File: src/rtl/hack_mem_ctrl_pkg.sv
// Shared definitions for the Hack memory controller.
// Address map defaults, FSM state and region encodings.
package hack_mem_ctrl_pkg;

  localparam logic [14:0] SCREEN_BASE_DEF = 15'h4000;
  localparam logic [14:0] KBD_ADDR_DEF    = 15'h6000;
  localparam int          RAM_AW_DEF      = 14;
  localparam int          SCR_AW_DEF      = 13;

  typedef enum logic [1:0] {
    ST_RUN   = 2'd0,
    ST_WRITE = 2'd1,
    ST_READ  = 2'd2,
    ST_WAIT  = 2'd3
  } state_e;

  typedef enum logic [1:0] {
    RG_RAM  = 2'd0,
    RG_SCR  = 2'd1,
    RG_KBD  = 2'd2,
    RG_NONE = 2'd3
  } region_e;

endpackage

File: src/rtl/hack_mem_ctrl_addr_decode.sv
// Hack data-address decoder: 15-bit word address to region.
// Ports: addr_i (word address), region_o (RAM/SCR/KBD/NONE).
module hack_addr_decode
  import hack_mem_ctrl_pkg::*;
#(
  parameter logic [14:0] SCREEN_BASE = SCREEN_BASE_DEF,
  parameter logic [14:0] KBD_ADDR    = KBD_ADDR_DEF
) (
  input  logic [14:0] addr_i,
  output region_e     region_o
);

  logic lt_scr;
  logic lt_kbd;
  logic eq_kbd;

  assign lt_scr = addr_i < SCREEN_BASE;
  assign lt_kbd = addr_i < KBD_ADDR;
  assign eq_kbd = addr_i == KBD_ADDR;

  always_comb begin
    region_o = RG_NONE;
    unique case (1'b1)
      lt_scr:             region_o = RG_RAM;
      !lt_scr && lt_kbd:  region_o = RG_SCR;
      eq_kbd:             region_o = RG_KBD;
      default:            region_o = RG_NONE;
    endcase
  end

endmodule

File: src/rtl/hack_mem_ctrl.sv
// Memory-side sequencer for the Hack cpu held bus.
// Ports: cpu side (pc, address_m, *_latch, hold, instruction, in_m),
// ROM/RAM/screen ports (1-cycle read latency), keyboard input.
module hack_mem_ctrl
  import hack_mem_ctrl_pkg::*;
#(
  parameter logic [14:0] SCREEN_BASE = SCREEN_BASE_DEF,
  parameter logic [14:0] KBD_ADDR    = KBD_ADDR_DEF,
  parameter int          RAM_AW      = RAM_AW_DEF,
  parameter int          SCR_AW      = SCR_AW_DEF
) (
  input  logic              clock,
  input  logic              reset,
  input  logic [14:0]       pc,
  input  logic [14:0]       address_m,
  input  logic              write_m_latch,
  input  logic [14:0]       address_m_latch,
  input  logic [15:0]       out_m_latch,
  output logic              hold,
  output logic [15:0]       instruction,
  output logic [15:0]       in_m,
  output logic [14:0]       rom_addr,
  input  logic [15:0]       rom_rdata,
  output logic [RAM_AW-1:0] ram_addr,
  output logic [15:0]       ram_wdata,
  output logic              ram_we,
  input  logic [15:0]       ram_rdata,
  output logic [SCR_AW-1:0] scr_addr,
  output logic [15:0]       scr_wdata,
  output logic              scr_we,
  input  logic [15:0]       scr_rdata,
  input  logic [15:0]       keyboard
);

  state_e      state_q, state_d;
  region_e     wr_rg, rd_rg;
  region_e     rsel_q;
  logic [15:0] kbd_q;
  logic [15:0] instr_q;
  logic [15:0] in_m_q;
  logic [15:0] rd_data;
  logic        do_wr;
  logic        do_rd;

  hack_addr_decode #(
    .SCREEN_BASE(SCREEN_BASE),
    .KBD_ADDR   (KBD_ADDR)
  ) u_wr_dec (
    .addr_i  (address_m_latch),
    .region_o(wr_rg)
  );

  hack_addr_decode #(
    .SCREEN_BASE(SCREEN_BASE),
    .KBD_ADDR   (KBD_ADDR)
  ) u_rd_dec (
    .addr_i  (address_m),
    .region_o(rd_rg)
  );

  always_ff @(posedge clock) begin
    if (reset) state_q <= ST_READ;
    else       state_q <= state_d;
  end

  // The cpu latch is only valid one cycle after RUN, so the slot
  // after RUN commits the write if one is latched, otherwise it
  // serves as the read-issue cycle and skips straight to WAIT.
  always_comb begin
    state_d = state_q;
    unique case (state_q)
      ST_RUN:   state_d = ST_WRITE;
      ST_WRITE: state_d = write_m_latch ? ST_READ : ST_WAIT;
      ST_READ:  state_d = ST_WAIT;
      ST_WAIT:  state_d = ST_RUN;
      default:  state_d = ST_READ;
    endcase
  end

  always_comb begin
    do_wr = (state_q == ST_WRITE) && write_m_latch && !reset;
    do_rd = (state_q == ST_READ) ||
            ((state_q == ST_WRITE) && !write_m_latch);
    hold      = state_q != ST_RUN;
    rom_addr  = pc;
    ram_we    = do_wr && (wr_rg == RG_RAM);
    scr_we    = do_wr && (wr_rg == RG_SCR);
    ram_wdata = out_m_latch;
    scr_wdata = out_m_latch;
    ram_addr  = do_wr ? address_m_latch[RAM_AW-1:0]
                      : address_m[RAM_AW-1:0];
    scr_addr  = do_wr ? address_m_latch[SCR_AW-1:0]
                      : address_m[SCR_AW-1:0];
  end

  always_comb begin
    rd_data = '0;
    unique case (rsel_q)
      RG_RAM:  rd_data = ram_rdata;
      RG_SCR:  rd_data = scr_rdata;
      RG_KBD:  rd_data = kbd_q;
      default: rd_data = '0;
    endcase
  end

  always_ff @(posedge clock) begin
    if (reset) begin
      rsel_q  <= RG_NONE;
      kbd_q   <= '0;
      instr_q <= '0;
      in_m_q  <= '0;
    end else begin
      if (do_rd) begin
        rsel_q <= rd_rg;
        kbd_q  <= keyboard;
      end
      if (state_q == ST_WAIT) begin
        instr_q <= rom_rdata;
        in_m_q  <= rd_data;
      end
    end
  end

  assign instruction = instr_q;
  assign in_m        = in_m_q;

endmodule

File: config.mk
export PLATFORM = sky130hd
export DESIGN_NAME = hack_mem_ctrl
export DESIGN_NICKNAME = d
export VERILOG_FILES = /design/src/rtl/hack_mem_ctrl_pkg.sv /design/src/rtl/hack_mem_ctrl_addr_decode.sv /design/src/rtl/hack_mem_ctrl.sv
export SDC_FILE = /design/constraint.sdc
export NUM_CORES = 1
export LEC_CHECK = 0
export ABC_AREA = 1
export CAP_MARGIN = 10
export CORE_UTILIZATION = 34
export CTS_BUF_LIST = sky130_fd_sc_hd__clkbuf_4
export CTS_CLUSTER_SIZE = 20
export DETAILED_ROUTE_END_ITERATION = 6
export GPL_ROUTABILITY_DRIVEN = 0
export PLACE_DENSITY = 0.95
export REMOVE_ABC_BUFFERS = 1
export SLEW_MARGIN = 10
export SYNTH_ARGS = -nofsm -noshare
export SYNTH_HDL_FRONTEND = slang
export SYNTH_SLANG_ARGS = --single-unit
File: constraint.sdc
create_clock -name clock -period 2.1 [get_ports clock]
set_clock_uncertainty 0.15 [all_clocks]
set_input_delay 0.63 -clock clock [delete_from_list [all_inputs] [get_ports clock]]
set_output_delay 0.63 -clock clock [all_outputs]
set_load 0.05 [all_outputs]
==> results of run 1 <==
per-layer routing:
metal  vias to the layer above  track usage  share of wire  wire [µm]
li1                       1567            -              -          -
met1                      1629        0.310           0.35       5020
met2                       281        0.504           0.48       6890
met3                        47        0.152           0.13       1900
met4                         2       0.0883          0.034        484
met5                         -       0.0595         0.0038         54
cell type report:
class                           count  area (µm²)  share of cell area
Timing Repair Buffer              208        2350               0.455
Sequential cell                    52        1040               0.202
Clock inverter                      2        11.3             0.00218
Clock buffer                        6        45.0             0.00871
Inverter                           25        98.8              0.0191
Multi-Input combinational cell    267        1490               0.288
Tap cell                          105         131              0.0254
per-stage QoR:
stage                     power, W  TNS [ns]
after detailed placement   0.00397    -18.61
after CTS                  0.00453    -12.03
after global placement     0.00387    -16.78
final                      0.00465    -13.52
after floorplan            0.00280    -48.28
after global routing       0.00491    -14.36
synth_stat cells (all sizes together):
cell and instances:
dfxtp 52, clkbuf 3, nand2 62, ha 5, o21ai 41, buf 81, a21oi 24, inv 25
nor2 80, nand3 53, a21o 1, or2 1
tightest hold or removal path: cells and delay by family (launching register included):
family / cells / cell delay [ns]
AO/OA/AOI/OAI: 1 / 0.05
AND/OR/NAND/NOR: 1 / 0.06
flip-flops: 1 / 0.34
power breakdown:
part           switching (W)  total (W)  internal, W
sequential          0.000198    0.00145      0.00125
combinational        0.00167    0.00274      0.00108
clock               0.000314   0.000455     0.000141
total                0.00218    0.00465      0.00247
repair_timing:
item,in CTS,in global routing
cloned,3,0
pin swaps,10,2
endpoints found under the setup margin,30,30
setup buffers,3,7
hold buffers,0,0
resized for setup,79,15
registers in the layout, indices dropped and copies added (netlist names):
signal,flops
state_q,2
in_m,16
instruction,16
rsel_q,2
kbd_q,16
final timing paths:
path | start | to | slack (ns) | cells after the start
setup / recovery | write_m_latch | ram_addr[9] | -0.49 | 7
hold reg to reg | in_m[14] | in_m[14] | 0.33 | 2
hold / removal | in_m[14] | in_m[14] | 0.33 | 2
setup reg to reg | state_q[1] | kbd_q[4] | 0.29 | 8
cell families (layout without fill, tap and decap cells):
logic type / count (synthesis) / after routing
AO/OA/AOI/OAI: 66 / 66
adder cells (fa/ha/maj): 5 / 5
buffers and inverters: 109 / 241
flip-flops: 52 / 52
AND/OR/NAND/NOR: 196 / 196
layout by cell type (no fill, tap or decap), drive strengths merged, types with 5 or more instances in the layout:
cell and n:
ha 5, nor2 80, clkbuf 6, inv 25
nand3 53, dfxtp 52, a21oi 24, clkdlybuf4s50 94
buf 112, nand2 62, o21ai 41
==> results.txt, run 1 <==
Result of the run - complete, but fails checks
Most used cell, CP - buf_12
Cell area after layout - 5170 µm²
Path type of the worst setup path - in -> out
Classification of the worst-slack hold path - reg -> reg
Seq cells post-synth - 52
Netlist area before placement - 2980 µm²
Number of instances in the placed design - 647
Achievable frequency - 386 MHz
Areal power density over the cells - 899 nW/µm²
Site Rows - 33
Chip height - 95.6 µm
Master of the slowest instance on the critical path - dlygate4sd2_1
Worst Max-Slew Pin Slew - 0.585 ns
Critical path startpoint category - input port
Number of hold violations in the final report - 0
Area overhead of the layout relative to synthesis - 73.5%
Number of antenna violations at the first check in global routing - 0
Buffer levels on the longest clock path - 2
Global-route wire length before repair - 19300 µm
Final worst-path setup slack - -0.493 ns
WL/cell - 21.6 µm
Hpwl dp - 9920 µm
Max-Cap Viols - 0
Required time at the worst-slack endpoint - 1.32 ns
Cells along the critical path - dlygate4sd2_1 -> nand3_4 -> buf_12 -> buf_16 -> o21ai_4 -> buf_6 -> buf_12
Initial Utilization - 0.357
Synth cell types - 19
Port Buffers - 158
Per-instance average area after synthesis - 6.96 µm²
Capturing element type of the critical path - output port
Fraction of the core area covered by cells at the end of the flow - 0.620
Residual antenna-violating net count after detailed routing - 0
Static leakage - 2.27 nW
Number of detailed-route iterations in the first pass - 5
Synth top area share - 0.349
Share of cells above drive strength 1 - 0.289
Count of nets after finishing - 692
Basic-gate share of the synthesized area counting and, or, nand and nor cells - 0.277
Share of cell area taken by muxes after synthesis - 0
Total clock sinks - 52
Global-route usage over all layers - 0.294
Synth top area cells - dfxtp_1 (35%), buf_4 (16%), nor2_1 (10%), nand3_1 (8.7%), nand2_1 (7.8%)
Worst rel slew slack - 0.610
Clock tree from TritonCTS - yes
Worst slack, placed - -0.692 ns
Kind of cell adding the most delay to the critical path - buffers and inverters
Final std cells w/o fill - 665
Share of synthesized cell area in full adder, half adder and majority cells - 0.0210
Number of remaining DRC errors - 0
Largest family of logic cells by synthesized area - simple AND/OR/NAND/NOR gates
Number of warnings reported in the yosys synthesis log - 0
Clock period minus final worst setup slack - 2.59 ns
Area of the die - 9140 µm²
Largest net degree at the start of global routing - 36
Compound-Gate Fraction of Synth Area - 0.115
Unrepaired setup endpoints after global routing - yes
Fraction of the cycle the final worst path needs - 1.23
Floorplan Core Area - 8340 µm²
Die X - 95.6 µm
Number of vias per cell - 5.30
Share of the yosys chip area belonging to registers - 0.349
Placed Area - 4630 µm²
Data arrival time at the worst-slack endpoint - 1.81 ns
Remaining Overflow, GRT - 0
Total via count in the routed design - 3526
Cells after synthesis - 428
I/O pin total - 237
Maximum fanout count along the critical path - 8
Violations in the final reports - negative setup slack
Largest vdd supply drop - 0.000601 V
Final setup fails - 29
Xor-xnor portion of the synthesized cell area - 0
Num CTS Buffers - 5
CTS root buffer - clkbuf_4
Clock insertion delay at the later pin of the skew report - 0.36 ns
Number of inserted filler cells in the final layout - 672
Crit path buffers/inverters - 5
Clock-pin slew of the registers on the worst-case setup and hold paths - 0.14 ns
Library cell with the largest summed area after synthesis - dfxtp_1
Via count of the first global-routing pass - 3419
Delay of the slowest critical-path stage - 0.30 ns
WHS - 0.325 ns
WL final - 14300 µm
Number of inserted diodes - 0
H-Tree Depth - 2
Number of violations reported at the end of detailed-routing iteration 0 - 175
Count of pins over their slew limit - 0
No activity file was read; power rests on OpenSTA's default activity.
==> inputs of run 2 (changes only) <==
--- a/config.mk
+++ b/config.mk
@@ -12,6 +12,7 @@
 export CTS_CLUSTER_SIZE = 20
 export DETAILED_ROUTE_END_ITERATION = 6
 export GPL_ROUTABILITY_DRIVEN = 0
+export GPL_TIMING_DRIVEN = 0
 export PLACE_DENSITY = 0.95
 export REMOVE_ABC_BUFFERS = 1
 export SLEW_MARGIN = 10
==> run 2 against run 1 <==
Effect of this change: the flow still finishes with violations (negative setup slack); hold slack better by 0.00076 ns; power is 8.2% lower; clock power is 19% higher; sequential share of layout area is 2.9 points higher; non-clock buffer count is 46 lower; design area is 12% lower; critical path type is now reg -> out; highest routed layer unchanged; first-iteration DRC count is 14% lower; worst setup slack better by 0.14 ns; register-to-register slack worse by 0.38 ns; largest power group unchanged.
==> results.txt, run 2 (synthesis results as in run 1) <==
Result of the run - complete, but fails checks (unchanged)
Violations in the final reports - negative setup slack (unchanged)
Remaining Overflow, GRT - 0 (unchanged)
Floorplan Core Area - 8340 µm² (unchanged)
Achievable frequency - 407 MHz (was 386 MHz)
Share of cells above drive strength 1 - 0.168 (was 0.289)
Required time at the worst-slack endpoint - 1.32 ns (about the same)
Area of the die - 9140 µm² (unchanged)
Crit path buffers/inverters - 2 (was 5)
Data arrival time at the worst-slack endpoint - 1.67 ns (was 1.81 ns)
Total via count in the routed design - 3211 (was 3526)
Max-Cap Viols - 0 (unchanged)
Fraction of the cycle the final worst path needs - 1.17 (was 1.23)
Clock tree from TritonCTS - yes (unchanged)
Maximum fanout count along the critical path - 8 (unchanged)
Path depth of the worst reg2reg path - 5 (was 8)
Areal power density over the cells - 941 nW/µm² (was 899 nW/µm²)
Capturing element type of the critical path - output port (unchanged)
Residual antenna-violating net count after detailed routing - 0 (unchanged)
Initial Utilization - 0.357 (unchanged)
Count of pins over their slew limit - 0 (unchanged)
Launch point of the critical path - state_q[1] (was write_m_latch)
H-Tree Depth - 2 (unchanged)
I/O pin total - 237 (unchanged)
Final setup fails - 61 (was 29)
Area overhead of the layout relative to synthesis - 52.3% (was 73.5%)
Buffer levels on the longest clock path - 2 (unchanged)
CTS hold repair buffers - 0 (unchanged)
WL final - 12300 µm (was 14300 µm)
Worst slack, placed - -2.67 ns (was -0.692 ns)
Number of inserted filler cells in the final layout - 758 (was 672)
CTS root buffer - clkbuf_4 (unchanged)
Launching point of the worst reg2reg path - state_q[1] (unchanged)
Classification of the worst-slack hold path - reg -> reg (unchanged)
Cells along the critical path - inv_2 -> ha_4 -> nand3_4 -> a21oi_4 -> buf_6 (was dlygate4sd2_1 -> nand3_4 -> buf_12 -> buf_16 -> o21ai_4 -> buf_6 -> buf_12)
Number of vias per cell - 5.15 (was 5.30)
Global-route wire length before repair - 17700 µm (was 19300 µm)
WL/cell - 19.8 µm (was 21.6 µm)
Final worst-path setup slack - -0.354 ns (was -0.493 ns)
R2R Path End - instruction[13] (was kbd_q[4])
Number of remaining DRC errors - 0 (unchanged)
Chip height - 95.6 µm (unchanged)
Number of violations reported at the end of detailed-routing iteration 0 - 151 (was 175)
Critical path startpoint category - register (was input port)
Endpoint of the most critical setup path - ram_addr[12] (was ram_addr[9])
Number of hold violations in the final report - 0 (unchanged)
Die X - 95.6 µm (unchanged)
Number of inserted diodes - 0 (unchanged)
Count of nets after finishing - 651 (was 692)
Clock insertion delay at the later pin of the skew report - 0.35 ns (was 0.36 ns)
Hpwl dp - 8890 µm (was 9920 µm)
Number of antenna violations at the first check in global routing - 0 (unchanged)
Largest net degree at the start of global routing - 35 (was 36)
Leading cell type in the layout, fill and taps excluded - clkdlybuf4s50_1 (unchanged)
Static leakage - 1.96 nW (was 2.27 nW)
Worst Max-Slew Pin Slew - 0.871 ns (was 0.585 ns)
Total power of the final layout - 0.00427 W (was 0.00465 W)
Master of the slowest instance on the critical path - dfxtp_2 (was dlygate4sd2_1)
Worst rel slew slack - 0.419 (was 0.610)
Clock period minus final worst setup slack - 2.45 ns (was 2.59 ns)
Unrepaired setup endpoints after global routing - yes (unchanged)
Levels on crit path - 5 (was 7)
Via count of the first global-routing pass - 3230 (was 3419)
Worst reg2reg setup slack - -0.09 ns (was 0.29 ns)
Number of detailed-route iterations in the first pass - 4 (was 5)
Clock-pin slew of the registers on the worst-case setup and hold paths - 0.14 ns (about the same)
Largest vdd supply drop - 0.000439 V (was 0.000601 V)
Port Buffers - 158 (unchanged)
Path type of the worst setup path - reg -> out (was in -> out)
Global-route usage over all layers - 0.266 (was 0.294)
Kind of cell adding the most delay to the critical path - flip-flops (was buffers and inverters)
Fraction of the core area covered by cells at the end of the flow - 0.544 (was 0.620)
Site Rows - 33 (unchanged)
Commonest non-fill, non-tap cells in the layout - clkdlybuf4s50_1 (93), nor2_1 (70), nand2_1 (61) (was clkdlybuf4s50_1 (94), nor2_1 (70), nand2_1 (57))
Num CTS Buffers - 5 (unchanged)
Worst Hold Path Cells - 2 (unchanged)
Total clock sinks - 52 (unchanged)
Delay of the slowest critical-path stage - 0.35 ns (was 0.30 ns)
WHS - 0.326 ns (was 0.325 ns)
run 2: metal layers:
metal,vias to the layer above,global-route usage,part of all wire
met2,198,0.437,0.46
met3,29,0.148,0.13
met4,2,0.0771,0.025
li1,1495,-,-
met5,-,0.0595,0.0044
met1,1487,0.291,0.38
run 2: worst min path at each step:
stage                     startpoint   endpoint  slack [ns]
after floorplan            kbd_q[12]  kbd_q[12]        0.31
after global placement       in_m[9]    in_m[9]        0.31
after detailed placement     in_m[8]    in_m[8]        0.31
after CTS                    in_m[8]    in_m[8]        0.33
after global routing        in_m[10]   in_m[10]        0.35
final                        in_m[8]    in_m[8]        0.33
run 2: layout make-up:
type,count,area (µm²),area share
Clock inverter,3,37.5,0.00827
Clock buffer,5,37.5,0.00827
Sequential cell,52,1050,0.230
Inverter,25,105,0.0232
Tap cell,105,131,0.0289
Timing Repair Buffer,162,1660,0.366
Timing Repair inverter,2,13.8,0.00303
Multi-Input combinational cell,270,1510,0.332
run 2: through the flow:
step	instance area (µm²)	setup TNS, ns	instances
2_1_floorplan	2370	-48.28	344
3_3_place_gp	4080	-95.59	607
3_5_place_dp	4080	-103.29	607
4_1_cts	4470	-9.44	624
5_1_grt	4540	-18.91	624
6_report	4540	-10.26	624
run 2: timing repair:
action,4_1_cts,5_1_grt
cloned,5,0
endpoints found under the setup margin,113,70
buffers inserted,4,1
resized for setup,321,23
pin swaps,14,7
run 2: where the power goes:
| group | switching [W] | internal, W | total [W] | leakage [nW] |
|---|---|---|---|---|
| Sequential | 0.000219 | 0.00125 | 0.00147 | 0.429 |
| Combinational | 0.00152 | 0.000740 | 0.00226 | 1.49 |
| Clock | 0.000296 | 0.000244 | 0.000540 | 0.0403 |
run 2: worst register-to-register path, stage by stage (launching register included):
cell        delay [ns]
dfxtp_2           0.37
buf_4             0.11
ha_2              0.63
clkinvlp_4        0.55
nor2_1            0.22
nor2_1            0.07
==> inputs of run 3 (changes only) <==
==> constraint.sdc (replaced) <==
create_clock -name clock -period 2.1 [get_ports clock]
set_clock_uncertainty 0.15 [all_clocks]
set_input_delay 0.21 -clock clock [delete_from_list [all_inputs] [get_ports clock]]
set_output_delay 0.21 -clock clock [all_outputs]
set_load 0.02 [all_outputs]
==> run 3 against run 2 <==
Effect of this change: the flow now finishes without violations; power is 9.2% lower; sequential power hardly changed; global-route usage is 0.45 points lower; via count is 1.4% lower; sequential share of layout area is 0.81 points higher; hold slack worse by 0.056 ns.
==> results.txt, run 3 (synthesis results as in run 1) <==
Result of the run - finished clean (was complete, but fails checks)
Classification of the worst-slack hold path - in -> out (was reg -> reg)
Worst Max-Slew Pin Slew - 0.892 ns (was 0.871 ns)
Commonest non-fill, non-tap cells in the layout - clkdlybuf4s50_1 (126), nor2_1 (74), nand2_1 (59) (was clkdlybuf4s50_1 (93), nor2_1 (70), nand2_1 (61))
Worst Hold Launch - out_m_latch[12] (was in_m[8])
Cell area after layout - 4390 µm² (was 4540 µm²)
Count of pins over their slew limit - 0 (unchanged)
Fraction of the cycle the final worst path needs - 0.993 (was 1.17)
Clock period minus final worst setup slack - 2.08 ns (was 2.45 ns)
Count of nets after finishing - 654 (was 651)
Global-route usage over all layers - 0.262 (was 0.266)
Number of inserted diodes - 0 (unchanged)
Num CTS Buffers - 5 (unchanged)
Largest vdd supply drop - 0.000406 V (was 0.000439 V)
Number of hold violations in the final report - 0 (unchanged)
Required time at the worst-slack endpoint - 1.74 ns (was 1.32 ns)
Clock insertion delay at the later pin of the skew report - 0.35 ns (about the same)
Port Buffers - 158 (unchanged)
Clock network fraction of total power - 0.140 (was 0.126)
Chip height - 95.6 µm (unchanged)
Switching power share of the total - 0.412 (was 0.476)
Maximum fanout count along the critical path - 8 (unchanged)
I/O pin total - 237 (unchanged)
Initial Utilization - 0.357 (unchanged)
Cells along the critical path - inv_4 -> ha_4 -> nand3_4 -> a21oi_2 -> clkdlybuf4s15_2 (was inv_2 -> ha_4 -> nand3_4 -> a21oi_4 -> buf_6)
Static leakage - 1.81 nW (was 1.96 nW)
H-Tree Depth - 2 (unchanged)
Total clock sinks - 52 (unchanged)
Hpwl dp - 8890 µm (unchanged)
R2R Path End - in_m[11] (was instruction[13])
WHS - 0.270 ns (was 0.326 ns)
Placed Area - 4080 µm² (unchanged)
Unrepaired setup endpoints after global routing - yes (unchanged)
Areal power density over the cells - 882 nW/µm² (was 941 nW/µm²)
Capturing element type of the critical path - output port (unchanged)
Site Rows - 33 (unchanged)
Via count of the first global-routing pass - 3165 (was 3230)
Number of antenna violations at the first check in global routing - 0 (unchanged)
Global-route wire length before repair - 17500 µm (was 17700 µm)
Largest net degree at the start of global routing - 40 (was 35)
Delay of the slowest critical-path stage - 0.38 ns (was 0.35 ns)
Clock tree from TritonCTS - yes (unchanged)
Path depth of the worst reg2reg path - 5 (unchanged)
Launch point of the critical path - state_q[1] (unchanged)
Buffer levels on the longest clock path - 2 (unchanged)
Die X - 95.6 µm (unchanged)
Final std cells w/o fill - 627 (was 624)
Max-Cap Viols - 0 (unchanged)
Endpoint of the most critical setup path - ram_addr[1] (was ram_addr[12])
Number of vias per cell - 5.05 (was 5.15)
Remaining Overflow, GRT - 0 (unchanged)
WL/cell - 19.2 µm (was 19.8 µm)
Launching point of the worst reg2reg path - rsel_q[1] (was state_q[1])
Data arrival time at the worst-slack endpoint - 1.72 ns (was 1.67 ns)
Number of remaining DRC errors - 0 (unchanged)
Clock-pin slew of the registers on the worst-case setup and hold paths - 0.14 ns (about the same)
Achievable frequency - 480 MHz (was 407 MHz)
Final sum of negative setup slack - 0 ns (was -10.26 ns)
WL final - 12000 µm (was 12300 µm)
Critical path startpoint category - register (unchanged)
Residual antenna-violating net count after detailed routing - 0 (unchanged)
Net Sw Power - 0.00160 W (was 0.00203 W)
Worst reg2reg setup slack - 0.15 ns (was -0.09 ns)
Total via count in the routed design - 3165 (was 3211)
Master of the slowest instance on the critical path - dfxtp_4 (was dfxtp_2)
Number of instances in the placed design - 607 (unchanged)
Floorplan Core Area - 8340 µm² (unchanged)
Logic gate share of total power - 0.477 (was 0.528)
Worst slack, placed - -1.63 ns (was -2.67 ns)
Internal - 0.00228 W (was 0.00224 W)
Number of detailed-route iterations in the first pass - 4 (unchanged)
Worst rel slew slack - 0.405 (was 0.419)
Area of the die - 9140 µm² (unchanged)
Leading cell type in the layout, fill and taps excluded - clkdlybuf4s50_1 (unchanged)
Share of cells above drive strength 1 - 0.159 (was 0.168)
Sequential Power Share - 0.383 (was 0.345)
CTS root buffer - clkbuf_4 (unchanged)
Area overhead of the layout relative to synthesis - 47.5% (was 52.3%)
Path type of the worst setup path - reg -> out (unchanged)
Final worst-path setup slack - 0.0156 ns (was -0.354 ns)
Final setup fails - 0 (was 61)
Number of violations reported at the end of detailed-routing iteration 0 - 100 (was 151)
==> run 3: cell count changes in the layout (fill, tap and decap cells not counted), moves of 5 or more <==
cell,delta
buf_6,-19
buf_8,-6
buf_2,+17
clkdlybuf4s50_1,+33
dlygate4sd2_1,-23
clkdlybuf4s15_2,+5
nor2_4,-6
clkdlybuf4s15_1,-8
==> run 3: per-layer routing <==
layer	wire (µm)	global-route usage
met5	80	0.0714
met2	5290	0.415
met1	4180	0.263
met4	411	0.103
met3	2080	0.183
==> run 3: stage by stage <==
step	power, W	utilization
final	0.00388	0.527
after global routing	0.00417	0.527
after CTS	0.00386	0.522
after detailed placement	0.00322	0.489
after global placement	0.00316	0.489
after floorplan	0.00238	-
==> run 3: power by group through the flow <==
| stage | sequential [W] | combinational (W) | clock [W] |
|---|---|---|---|
| global placement | 0.00147 | 0.00169 | 0 |
| floorplan | 0.00160 | 0.000778 | 0 |
| global route | 0.00152 | 0.00204 | 0.000608 |
| finish | 0.00149 | 0.00185 | 0.000542 |
| CTS | 0.00148 | 0.00181 | 0.000570 |
| detailed placement | 0.00149 | 0.00173 | 0 |
==> run 3: worst min-delay path by stage <==
stage                 endpoint  cells after the start  slack, ns
6_report         ram_wdata[12]                      0       0.27
3_3_place_gp       rom_addr[0]                      0       0.27
3_5_place_dp       rom_addr[0]                      0       0.27
4_1_cts        instruction[15]                      3       0.24
2_1_floorplan          in_m[0]                      1       0.13
5_1_grt        instruction[11]                      3       0.25
==> run 3: final cells by class <==
class | instances | area (µm²)
clock inverter | 3 | 37.5
multi-input combinational | 270 | 1440
fill | 769 | 3950
clock buffer | 5 | 37.5
inverter | 25 | 108
timing repair inverter | 1 | 7.51
sequential | 52 | 1050
tap | 105 | 131
timing repair buffer | 166 | 1580
==> run 3: what timing repair did <==
item	CTS	global route
pin swaps	2	8
gates resized for setup	143	42
endpoints found under the setup margin	61	42
setup buffers	5	3
cloned	4	0
hold buffers	0	0
==> run 3: worst max-delay path, delay by kind of cell, from the launching register on <==
kind	cells	cell delay, ns
flip-flops	1	0.38
buffers and inverters	2	0.35
AO/OA/AOI/OAI	1	0.24
adder cells (fa/ha/maj)	1	0.21
AND/OR/NAND/NOR	1	0.18
==> patch 1: new RTL, config.mk and constraints of run 1 <==
The 4 values of `region_e` get a one-hot encoding in 4 bits.
--- a/src/rtl/hack_mem_ctrl_pkg.sv
+++ b/src/rtl/hack_mem_ctrl_pkg.sv
@@ -14,11 +14,11 @@
     ST_WAIT  = 2'd3
   } state_e;
 
-  typedef enum logic [1:0] {
-    RG_RAM  = 2'd0,
-    RG_SCR  = 2'd1,
-    RG_KBD  = 2'd2,
-    RG_NONE = 2'd3
+  typedef enum logic [3:0] {
+    RG_RAM  = 4'b0001,
+    RG_SCR  = 4'b0010,
+    RG_KBD  = 4'b0100,
+    RG_NONE = 4'b1000
   } region_e;
 
 endpackage
Formal check against the unedited RTL: no difference found for any inputs over 10 cycles, from zero or initial values and one cycle with reset high; not proved beyond that.
==> patch 1 against run 1 <==
The flow still finishes with violations (setup timing); area after synthesis is 3.1% higher; sequential cell count up 2; sequential share of layout area rose by 0.88 points; setup slack worse by 0.083 ns; final area is 0.48% lower; combinational power fell by 6%; power is 2.8% lower; clock power rose by 14%; fmax down 3.1%; wire length fell by 6.6%; critical path type is now flop to primary output; largest cell class unchanged.
==> patch 1: results (changes against run 1) <==
yosys:
  synthTopCellsByCount: "nor2_1, nand3_1, buf_4"
  synth.distinct_cells: 21  # +2
  synth_area_leaders: "dfxtp_1, buf_4, nand3_1, nor2_1, o21ai_0"
  ys_seq_area_share_pct: 35.2  # +0.26 points
critical_path:
  timing.rr.end: "in_m[4]"
  cp.arrival_ns: 1.90  # +0.09 ns
  r2r_cells: 7  # -1
  endpoint_kind: "primary output"
  rrSetupSlack_ns: 0.36  # +0.07 ns
  crit_end: "ram_addr[5]"
  startpoint: "state_q[1]"
place:
  hpwl_um: 9230  # -7.0%
  place_area_um2: 4810  # +4.0%
run_status:
  status: "finished, violations left"
  violations: "setup timing"
power:
  irDropWorstVdd_uv: 423  # -30%
  p_leak_nw: 2.20  # -2.9%
  p_int_w: 0.00244  # -1.2%
grt:
  grt_usage_pct: 25.3  # -4.1 points
  grt_pass1_wl_um: 18500  # -3.7%
route:
  firstDrtPassIters: 4  # -1
  wire_per_inst_um: 20.0  # -7.2%
  vias: 3546  # +0.57%
  dr.first_iter.drc_count: 153  # -13%
final_layout:
  nets: 693  # +0.14%
  layout-drive-gt1-share_pct: 29.8  # +0.84 points
timing:
  slew_headroom_pct: 69.7  # +8.7 points
  worst_slack_ns: -0.576  # -0.0833 ns
  finalSetupViolations: 29  # unchanged
worst_hold_path:
  hp-start: "in_m[15]"
clock_network:
  cts.clk_slew.worst_paths_ns: 0.18  # +0.04 ns
  clock_latency_ns: 0.38  # +0.02 ns
## patch 1: cell types whose count changed after synthesis, moves of 5 or more
| cell | delta |
|---|---|
| nand2_1 | -25 |
| nand3_1 | +16 |
| clkbuf_1 | +11 |
| a21oi_2 | +10 |
| buf_2 | -7 |
| inv_1 | +6 |
| o21ai_0 | -5 |
## patch 1: worst min path at each step
stage	to	slack [ns]
finish	in_m[15]	0.33
global route	in_m[15]	0.36
CTS	in_m[15]	0.33
detailed placement	in_m[5]	0.31
global placement	in_m[0]	0.30
floorplan	kbd_q[0]	0.31
## patch 1: area by class of cell
type / instances / area, um^2
clock buffers: 5 / 37.5
repair buffers: 201 / 2240
flip-flops and latches: 54 / 1080
clock inverters: 3 / 28.8
multi-input cells: 270 / 1510
well taps: 108 / 135
inverters: 28 / 108
fillers: 717 / 3580
## patch 1: timing repair
action,in CTS,in global routing
setup endpoints to repair,30,30
pin swaps,2,6
gates resized for setup,28,34
buffers inserted,2,0
cloned,2,1
## patch 1: power by group through the flow
stage / combinational (W) / sequential, W / clock (W)
after CTS: 0.00251 / 0.00142 / 0.000527
final: 0.00258 / 0.00142 / 0.000518
after global placement: 0.00237 / 0.00142 / 0
after global routing: 0.00275 / 0.00145 / 0.000577
after detailed placement: 0.00244 / 0.00143 / 0
after floorplan: 0.000880 / 0.00178 / 0
## patch 1: cell families after synthesis
| group | share of synthesized area (%) |
|---|---|
| and+or+nand+nor | 28.0 |
| buffers and inverters | 22.3 |
| AOI/OAI and AO/OA | 12.5 |
| DFF | 35.2 |
| adders and majority gates | 2.04 |
## patch 1: stage by stage
stage / worst slack, ns / setup TNS, ns / cells
final: -0.576 / -13.39 / 669
after global placement: -0.706 / -19.29 / 662
after floorplan: -2.06 / -59.63 / 352
after detailed placement: -0.748 / -20.08 / 662
after global routing: -0.649 / -15.29 / 669
after CTS: -0.452 / -12.27 / 673
## patch 1: layer usage
metal	vias up	GRT usage (%)	part of all wire, %
met1	1660	27.2	36
li1	1595	-	-
met4	2	5.28	3.0
met3	33	15.1	13
met5	-	7.14	0.27
met2	256	41.9	48
## patch 1: critical path, stage by stage (launching register included)
cell and delay (ns):
dfxtp_2 0.37, inv_2 0.05, ha_4 0.16, nand3_4 0.17, buf_12 0.18, nor2_2 0.05
a21oi_1 0.19, buf_4 0.19, buf_12 0.14
==> patch 2: new RTL, config.mk and constraints of run 1 <==
Without the edit above. The package constant `SCR_AW_DEF` goes from 13 to 14.
--- a/src/rtl/hack_mem_ctrl_pkg.sv
+++ b/src/rtl/hack_mem_ctrl_pkg.sv
@@ -5,7 +5,7 @@
   localparam logic [14:0] SCREEN_BASE_DEF = 15'h4000;
   localparam logic [14:0] KBD_ADDR_DEF    = 15'h6000;
   localparam int          RAM_AW_DEF      = 14;
-  localparam int          SCR_AW_DEF      = 13;
+  localparam int          SCR_AW_DEF      = 14;
 
   typedef enum logic [1:0] {
     ST_RUN   = 2'd0,
Ports: changed (resized scr_addr); port bits go from 237 to 238. No check against the original RTL was run, so the function may have changed too.
==> patch 2 against run 1 <==
Synthesized cell count is 0.23% higher; area after synthesis is 0.88% higher; sequential cell count stayed put; fmax is 4.5% lower; first-iteration DRC count is 11% higher; critical endpoint is now ram_addr[6]; critical path depth is 1 higher; sequential share of layout area is 0.088 points higher; setup slack worse by 0.12 ns; wire length is 5.7% higher; cell count is 0.90% lower; clock power is 26% higher; highest routed layer unchanged; the flow still finishes with violations (setup timing); power is 2.8% higher; final area is 0.44% lower; largest power group unchanged.
==> patch 2: results (changes against run 1) <==
route:
  vias_per_cell: 5.34  # +0.71%
  vias: 3519  # -0.20%
  wire_per_inst_um: 23.0  # +6.6%
  dr.first_iter.drc_count: 194  # +11%
place:
  dp.cells: 649  # +0.31%
  hpwl_um: 10300  # +3.3%
  io_buffers: 159  # +0.63%
  pre_cts_ws_ns: -0.725  # -0.0328 ns
  place_area_um2: 4660  # +0.78%
final_layout:
  layout-drive-gt1-share_pct: 29.2  # +0.31 points
  num-fill-cells: 647  # -3.7%
  nets: 686  # -0.87%
critical_path:
  crit_path_top_delay_cell: "buf_12"
  critPathMaxStageDelay_ns: 0.23  # -0.07 ns
  rrSetupSlack_ns: 0.30
  worst-path-max-fanout: 8  # unchanged
  cp.arrival_ns: 1.94  # +0.13 ns
  critPathTopFamily: "buffers and inverters"
power:
  p_sw_share_pct: 46.6  # -0.19 points
  irDropWorstVdd_uv: 598  # -0.57%
  p_leak_nw: 2.24  # -1.1%
timing:
  setup_tns_ns: -15.48  # -1.95 ns
  hold_ws_ns: 0.327  # +0.00170 ns
  worst_slack_ns: -0.615  # -0.123 ns
  finalSetupViolations: 30  # +3.4%
  tightest_slew_ns: 0.613  # +0.0282 ns
yosys:
  ys_seq_area_share_pct: 34.6  # -0.31 points
  synth_adder_area_share_pct: 2.08  # -0.018 points
  syn_area_per_cell_um2: 7.01  # +0.65%
  synth_compound_gate_area_share_pct: 12.3  # +0.77 points
  synthTopCellsByCount: "nor2_1, buf_4, nand2_1"
  synth_area_leaders: "dfxtp_1, buf_4, nor2_1, nand3_1, nand2_1"
  ys_async_sr_fraction_pct: 0  # unchanged
grt:
  grt_usage_pct: 32.8  # +3.4 points
  grt_pass1_wl_um: 21200  # +10%
  grt_pass1_vias: 3485  # +1.9%
  grt_start_max_net_pins: 36  # unchanged
run_status:
  violations: "setup timing"
  status: "finished, violations left"
worst_hold_path:
  hold_class: "flop to flop"
clock_network:
  cts.clk_slew.worst_paths_ns: 0.15
  cts_root_buf: "clkbuf_4"
==> patch 2: cell types whose count changed after synthesis <==
cell,delta
buf_6,-1
a21oi_2,+7
buf_4,+3
buf_2,-2
a21oi_1,-7
nand3_1,+1
nand3_2,-1
clkbuf_1,+1
==> patch 2: final timing paths <==
check | startpoint | endpoint | cells after the start
worst max-delay path | reset | ram_addr[6] | 8
worst min-delay path | in_m[1] | in_m[1] | 2
worst max register to register | state_q[1] | kbd_q[8] | 8
worst min register to register | in_m[1] | in_m[1] | 2
==> patch 2: logic make-up after synthesis <==
kind of cell	count (synthesis)
AND/OR/NAND/NOR	196
buffers and inverters	110
AO/OA/AOI/OAI	66
flip-flops	52
adder cells (fa/ha/maj)	5
==> patch 2: routing by layer <==
metal	part of all wire (%)	GRT usage, %	vias to the layer above
met5	0.57	7.14	-
li1	-	-	1553
met3	16	19.8	63
met4	5.6	15.8	2
met2	48	58.1	313
met1	30	28.8	1588
==> patch 2: power groups by stage <==
stage                     logic [W]  clock network (W)  registers [W]
after floorplan            0.000912                  0        0.00191
after global placement      0.00242                  0        0.00142
after detailed placement    0.00252                  0        0.00145
after CTS                   0.00264           0.000596        0.00143
after global routing        0.00291           0.000637        0.00147
final                       0.00276           0.000574        0.00145
==> patch 2: what timing repair did <==
action,CTS,global route
gates resized for setup,82,10
endpoints found under the setup margin,31,31
setup buffers,3,3
cloned,3,0
pin swaps,8,6
==> patch 2: cell type report <==
class | count | area [um^2] | area share (%)
inverter | 25 | 98.8 | 1.92
multi-input combinational | 267 | 1520 | 29.5
clock inverter | 3 | 42.5 | 0.826
clock buffer | 5 | 37.5 | 0.729
sequential | 52 | 1040 | 20.3
timing repair buffer | 202 | 2280 | 44.2
tap | 105 | 131 | 2.55
